<file path="src/rtl/digital_clock_ctrl.sv">
// digital_clock_ctrl: BCD time-of-day clock with run/pause/set FSM, fast mode and 12/24 h display.
// Optional alarm enabled by DIGITAL_CLOCK_ALARM_EN. Rev 1.0
`default_nettype none
module digital_clock_ctrl #(
  parameter int CLK_HZ   = 50_000_000,
  parameter int FAST_DIV = 1000,
  parameter int H12      = 0
) (
  input  logic       clk,
  input  logic       rst_n,
  input  logic       key_run,
  input  logic       key_mode,
  input  logic       key_inc,
  input  logic       key_fast,
  output logic [7:0] hour_bcd,
  output logic [7:0] min_bcd,
  output logic [7:0] sec_bcd,
  output logic       pm,
  output logic [2:0] state_o,
  output logic       blink,
  output logic       tick,
  output logic       alarm_hit
);
  localparam int PW = (CLK_HZ > 1) ? $clog2(CLK_HZ) : 1;
  localparam logic [PW-1:0] TERM_NORM  = PW'(CLK_HZ - 1);
  localparam logic [PW-1:0] TERM_FAST  = PW'(CLK_HZ / FAST_DIV - 1);
  localparam logic [PW-1:0] TERM_BLINK = PW'(CLK_HZ / 4 - 1);
  localparam logic [7:0]    HOUR_RST   = (H12 != 0) ? 8'h12 : 8'h00;

  typedef enum logic [2:0] {
    ST_RUN    = 3'd0,
    ST_PAUSE  = 3'd1,
    ST_SET_H  = 3'd2,
    ST_SET_M  = 3'd3,
    ST_SET_S  = 3'd4,
    ST_SET_AH = 3'd5,
    ST_SET_AM = 3'd6
  } state_t;

  state_t        state;
  logic          fast;
  logic [PW-1:0] pcnt;
  logic [PW-1:0] bcnt;
  logic [7:0]    t_hour, t_min, t_sec;
  logic [7:0]    disp_h, disp_m;
  logic [8:0]    fmt;
  logic          do_run, do_mode, do_inc, do_fast;
  logic          in_set, tick_now;
  logic [PW-1:0] term;

  // BCD increment with wrap to 00 after max
  function automatic logic [7:0] inc_bcd(input logic [7:0] v, input logic [7:0] max);
    if (v == max)         return 8'h00;
    if (v[3:0] == 4'd9)   return {v[7:4] + 4'd1, 4'h0};
    return {v[7:4], v[3:0] + 4'd1};
  endfunction

  // Returns {pm, display hour}; 12 h mode maps 0 -> 12 and 13..23 -> 1..11
  function automatic logic [8:0] fmt_hour(input logic [7:0] h);
    logic [4:0] b;
    logic [4:0] d;
    b = 5'(h[7:4]) * 5'd10 + 5'(h[3:0]);
    if (b == 5'd0)       d = 5'd12;
    else if (b > 5'd12)  d = b - 5'd12;
    else                 d = b;
    if (H12 == 0) return {1'b0, h};
    return {(b >= 5'd12), (d >= 5'd10) ? {4'd1, 4'(d - 5'd10)} : {4'd0, d[3:0]}};
  endfunction

  assign do_run   = key_run;
  assign do_mode  = !key_run && key_mode;
  assign do_inc   = !key_run && !key_mode && key_inc;
  assign do_fast  = !key_run && !key_mode && !key_inc && key_fast;
  assign in_set   = (state == ST_SET_H) || (state == ST_SET_M) || (state == ST_SET_S) ||
                    (state == ST_SET_AH) || (state == ST_SET_AM);
  assign term     = fast ? TERM_FAST : TERM_NORM;
  // A run/fast key clears the prescaler, so it also suppresses a coincident terminal count
  assign tick_now = (state == ST_RUN) && !do_run && !do_fast && (pcnt == term);
  assign state_o  = state;

`ifdef DIGITAL_CLOCK_ALARM_EN
  logic [7:0] al_hour, al_min;
  logic [5:0] al_cnt;
  logic       al_hit;
  logic       any_key;

  assign any_key   = key_run | key_mode | key_inc | key_fast;
  assign alarm_hit = al_hit;

  always_ff @(posedge clk or negedge rst_n) begin
    if (!rst_n) begin
      al_hit <= 1'b0;
      al_cnt <= 6'd0;
    end else if (any_key) begin
      al_hit <= 1'b0;
      al_cnt <= 6'd0;
    end else if (tick && state == ST_RUN && t_hour == al_hour && t_min == al_min &&
                 t_sec == 8'h00) begin
      al_hit <= 1'b1;
      al_cnt <= 6'd0;
    end else if (al_hit && tick) begin
      if (al_cnt == 6'd59) al_hit <= 1'b0;
      al_cnt <= al_cnt + 6'd1;
    end
  end
`else
  assign alarm_hit = 1'b0;
`endif

  always_comb begin
    disp_h = t_hour;
    disp_m = t_min;
`ifdef DIGITAL_CLOCK_ALARM_EN
    if (state == ST_SET_AH || state == ST_SET_AM) begin
      disp_h = al_hour;
      disp_m = al_min;
    end
`endif
    fmt = fmt_hour(disp_h);
  end

  always_ff @(posedge clk or negedge rst_n) begin
    if (!rst_n) begin
      state    <= ST_RUN;
      fast     <= 1'b0;
      pcnt     <= '0;
      bcnt     <= '0;
      t_hour   <= 8'h00;
      t_min    <= 8'h00;
      t_sec    <= 8'h00;
      tick     <= 1'b0;
      blink    <= 1'b0;
      hour_bcd <= HOUR_RST;
      min_bcd  <= 8'h00;
      sec_bcd  <= 8'h00;
      pm       <= 1'b0;
`ifdef DIGITAL_CLOCK_ALARM_EN
      al_hour  <= 8'h00;
      al_min   <= 8'h00;
`endif
    end else begin
      tick <= tick_now;
      if (state != ST_RUN || do_run || do_fast || tick_now) pcnt <= '0;
      else                                                  pcnt <= pcnt + PW'(1);

      if (do_fast) fast <= !fast;

      if (do_run) begin
        state <= (state == ST_RUN) ? ST_PAUSE : ST_RUN;
      end else if (do_mode) begin
        case (state)
          ST_PAUSE:  state <= ST_SET_H;
          ST_SET_H:  state <= ST_SET_M;
          ST_SET_M:  state <= ST_SET_S;
`ifdef DIGITAL_CLOCK_ALARM_EN
          ST_SET_S:  state <= ST_SET_AH;
          ST_SET_AH: state <= ST_SET_AM;
          ST_SET_AM: state <= ST_PAUSE;
`else
          ST_SET_S:  state <= ST_PAUSE;
`endif
          default:   state <= state;
        endcase
      end

      // tick_now and do_inc are exclusive: one needs RUN, the other a SET state
      if (tick_now) begin
        t_sec <= inc_bcd(t_sec, 8'h59);
        if (t_sec == 8'h59) begin
          t_min <= inc_bcd(t_min, 8'h59);
          if (t_min == 8'h59) t_hour <= inc_bcd(t_hour, 8'h23);
        end
      end else if (do_inc) begin
        case (state)
          ST_SET_H:  t_hour  <= inc_bcd(t_hour, 8'h23);
          ST_SET_M:  t_min   <= inc_bcd(t_min, 8'h59);
          ST_SET_S:  t_sec   <= inc_bcd(t_sec, 8'h59);
`ifdef DIGITAL_CLOCK_ALARM_EN
          ST_SET_AH: al_hour <= inc_bcd(al_hour, 8'h23);
          ST_SET_AM: al_min  <= inc_bcd(al_min, 8'h59);
`endif
          default:   ;
        endcase
      end

      if (!in_set) begin
        bcnt  <= '0;
        blink <= 1'b0;
      end else if (bcnt == TERM_BLINK) begin
        bcnt  <= '0;
        blink <= !blink;
      end else begin
        bcnt  <= bcnt + PW'(1);
      end

      hour_bcd <= fmt[7:0];
      pm       <= fmt[8];
      min_bcd  <= disp_m;
      sec_bcd  <= t_sec;
    end
  end
endmodule
`default_nettype wire

</file>
<file path="config.mk">
export PLATFORM = sky130hd
export DESIGN_NAME = digital_clock_ctrl
export DESIGN_NICKNAME = d
export VERILOG_FILES = /design/src/rtl/digital_clock_ctrl.sv
export SDC_FILE = /design/constraint.sdc
export NUM_CORES = 1
export LEC_CHECK = 0
export BUFFER_PORTS_ARGS = -buffer_cell sky130_fd_sc_hd__buf_2
export CORE_MARGIN = 4
export CORE_UTILIZATION = 50
export CTS_BUF_LIST = sky130_fd_sc_hd__clkbuf_8 sky130_fd_sc_hd__clkbuf_16
export CTS_CLUSTER_DIAMETER = 50
export DETAILED_ROUTE_END_ITERATION = 6
export MAX_ROUTING_LAYER = met4
export PLACE_DENSITY = 0.67
export SKIP_CTS_REPAIR_TIMING = 1
export SLEW_MARGIN = 15
export SYNTH_ARGS = -nofsm -noshare
export SYNTH_HDL_FRONTEND = slang
export SYNTH_SLANG_ARGS = --single-unit
export TNS_END_PERCENT = 1
</file>
<file path="constraint.sdc">
create_clock -name clk -period 6.15 [get_ports clk]
set_input_delay 0 -clock clk [delete_from_list [all_inputs] [get_ports clk]]
set_output_delay 0 -clock clk [all_outputs]
set_load 0.02 [all_outputs]
</file>
==> out/metrics.csv <==
metric,value,unit
Critical Path Source Type,register,
vias in the first global route,3585,
Post-route DRC,0,
drt first-iter violations,221,
Gate Count Post-Synth,492,
slew margin rel.,28.2,%
synth top area cells,"dfrtp_1, xor2_1, nor2_1",
FF/Latch Area,2650,µm²
Fill cells,855,
Worst Hold Class,primary input to register,
worst vdd ir,0.000147,V
unrepaired setup endpoints after global routing,false,
crit end category,register,
Post-synth EDFFs,0,
via count,3619,
WP data arrival,2.85,ns
Placer Congestion,0.877,
transition time of the tightest slew-check pin,1.07,ns
final slew viol count,0,
register-to-register setup slack,3.53,ns
synthesized area,5160,µm²
Core Footprint,9910,µm²
# diodes,0,
"CTS clk-pin slew, worst paths",0.10,ns
router iterations before antenna repair,4,
GR Overflow Total,0,
top cell family by delay on the critical path,simple AND/OR/NAND/NOR gates,
sequential area share after synthesis,51.4,%
Leakage,2.51,nW
Worst R2R Path Depth,5,
async set or reset register ratio after synthesis,100,%
die height,110,µm
Synth Warn #,0,
"flops & latches, synth",106,
Worst Path Required,6.38,ns
hold slack,0.0417,ns
crit-path cells,or3b_1 -> or4_2 -> a21o_1 -> nand2_1 -> nor2_1,
Inserted Clock Buffers,9,
first-pass GRT wire length,16700,µm
multi-input logic area,2290,µm²
Synth top area share,51.4,%
max cap viols,0,
Area Growth Syn to Fin,8.97,%
FF-to-FF End,pcnt[3],
layout cells sized above 1,14.8,%
CTS sink count,106,
max incr delay on CP,0.65,ns
status,"complete, no violations",
hpwl dp,6750,µm
Cell Pwr Density,264,nW/µm²
Synth top cells by count,"dfrtp_1, nor2_1, xor2_1, nand2_1, nand3_1",
input/output buffers,34,
Root Buffer,clkbuf_8,
WL/cell,14.7,µm
Fin. Hold Viols,0,
Final setup viols,0,
Clock Latency Late Sink,0.38,ns
Worst path depth,5,
Die Width,110,µm
shortest period the worst path allows,2.62,ns
mean post-synth cell area,10.5,µm²
Synth area leader,dfrtp_1,
Worst Setup SP,pcnt[8],
htree depth,3,
vias per inst,5.44,
Clock Path Buffers,2,
Final Power,1.48,mW
gr usage total,18.1,%
period utilization,42.6,%
top_reg_cell synth,dfrtp_1,
skew final,0.0127,ns
Final nets,547,
final WL,9770,µm
CP Class,register to register,
RR Startpoint,pcnt[8],
die area,12000,µm²
crit path max-delay cell type,or4_2,
pin count of the biggest net entering global routing,63,
TritonCTS clock tree,yes,
# IOs,37,
initial antenna violation count,0,
crit path to,pcnt[3],
worst-path maximum fanout,25,
FP Rows,36,
Sum Neg Setup Slack,0,ns
FMAX,381,MHz
WP buf/inv,0,
most frequent cell after synthesis,dfrtp_1,
Initial Util,52.1,%
Yosys cell types,61,
Antenna Nets Post-Route,0,
layout make-up:
type,instances,share of cell area (%)
multi-input combinational,351,40.7
clock buffer,10,2.45
clock inverter,6,1.25
sequential,106,47.2
timing repair buffer,42,4.31
tap,133,2.96
inverter,17,1.13
per-stage QoR:
stage | utilization [%] | area, µm² | std cells | worst slack, ns
after floorplan | - | 5170 | 493 | 3.73
after global placement | 54.3 | 5380 | 645 | 3.58
after detailed placement | 54.3 | 5380 | 645 | 3.49
after CTS | 56.4 | 5590 | 661 | 3.49
after global routing | 56.8 | 5630 | 665 | 3.33
final | 56.8 | 5630 | 665 | 3.53
cell usage in the layout (no fill, tap or decap), types with 3 or more instances in the layout:
master         count
mux2_2            11
dlygate4sd3_1      4
nand4b_1           4
o211ai_1           3
nor2_1            75
buf_2             33
o2bb2ai_1          3
and2_1             4
inv_6              4
o21ai_0           13
nand2_1           27
ha_1              14
nor4b_1            3
nor4_1            12
nor3_1             6
a21oi_1           10
buf_4              5
nand4_1           23
and3b_1            3
nor2b_1            3
nor3b_1            5
or3_1              3
and3_1            12
inv_1             17
xnor2_1           19
clkbuf_8          10
dfrtp_1          106
nand3_1           24
xor2_1            33
logic make-up (layout without fill, tap and decap cells):
kind of cell	count (synthesis)	count (layout)	share of synthesized area, %
xor gates and xnor gates	52	52	8.82
AOI/OAI and AO/OA	48	48	6.67
DFF	106	106	51.4
other	1	2	0.0726
and+or+nand+nor	224	224	23.0
buffers and inverters	36	75	4.29
muxes	11	11	2.40
adders and majority gates	14	14	3.39
layer usage:
layer | vias to the layer above | global-route usage, % | share of wire [%]
met5 | - | - | 0
met1 | 1747 | 22.4 | 45
li1 | 1777 | - | -
met2 | 71 | 28.8 | 49
met4 | 0 | 7.21 | 2.3
met3 | 24 | 4.05 | 3.6
sequential cells by signal, indices dropped and copies added (netlist names):
name,cells
min_bcd,8
blink,1
hour_bcd,8
pcnt,26
bcnt,26
tick,1
t_sec,8
sec_bcd,8
state_o,3
disp_h,8
fast,1
disp_m,8
power by group:
group / switching (mW) / leakage (nW) / internal [mW] / total [mW]
combinational: 0.145 / 1.00 / 0.0857 / 0.231
clock: 0.244 / 0.108 / 0.205 / 0.448
sequential: 0.0568 / 1.40 / 0.748 / 0.805
how the worst min path moves through the flow:
stage / startpoint / end / cells after the start
after global placement: rst_n / bcnt[23] / 1
after CTS: rst_n / bcnt[21] / 1
after floorplan: rst_n / bcnt[0] / 0
after global routing: key_fast / fast / 3
final: key_fast / fast / 3
after detailed placement: rst_n / bcnt[23] / 1
worst min-delay path, stage by stage:
cell,delay (ns)
buf_2,0.11
nor4b_1,0.15
xor2_1,0.12
Power figures use the tool's default switching activity.
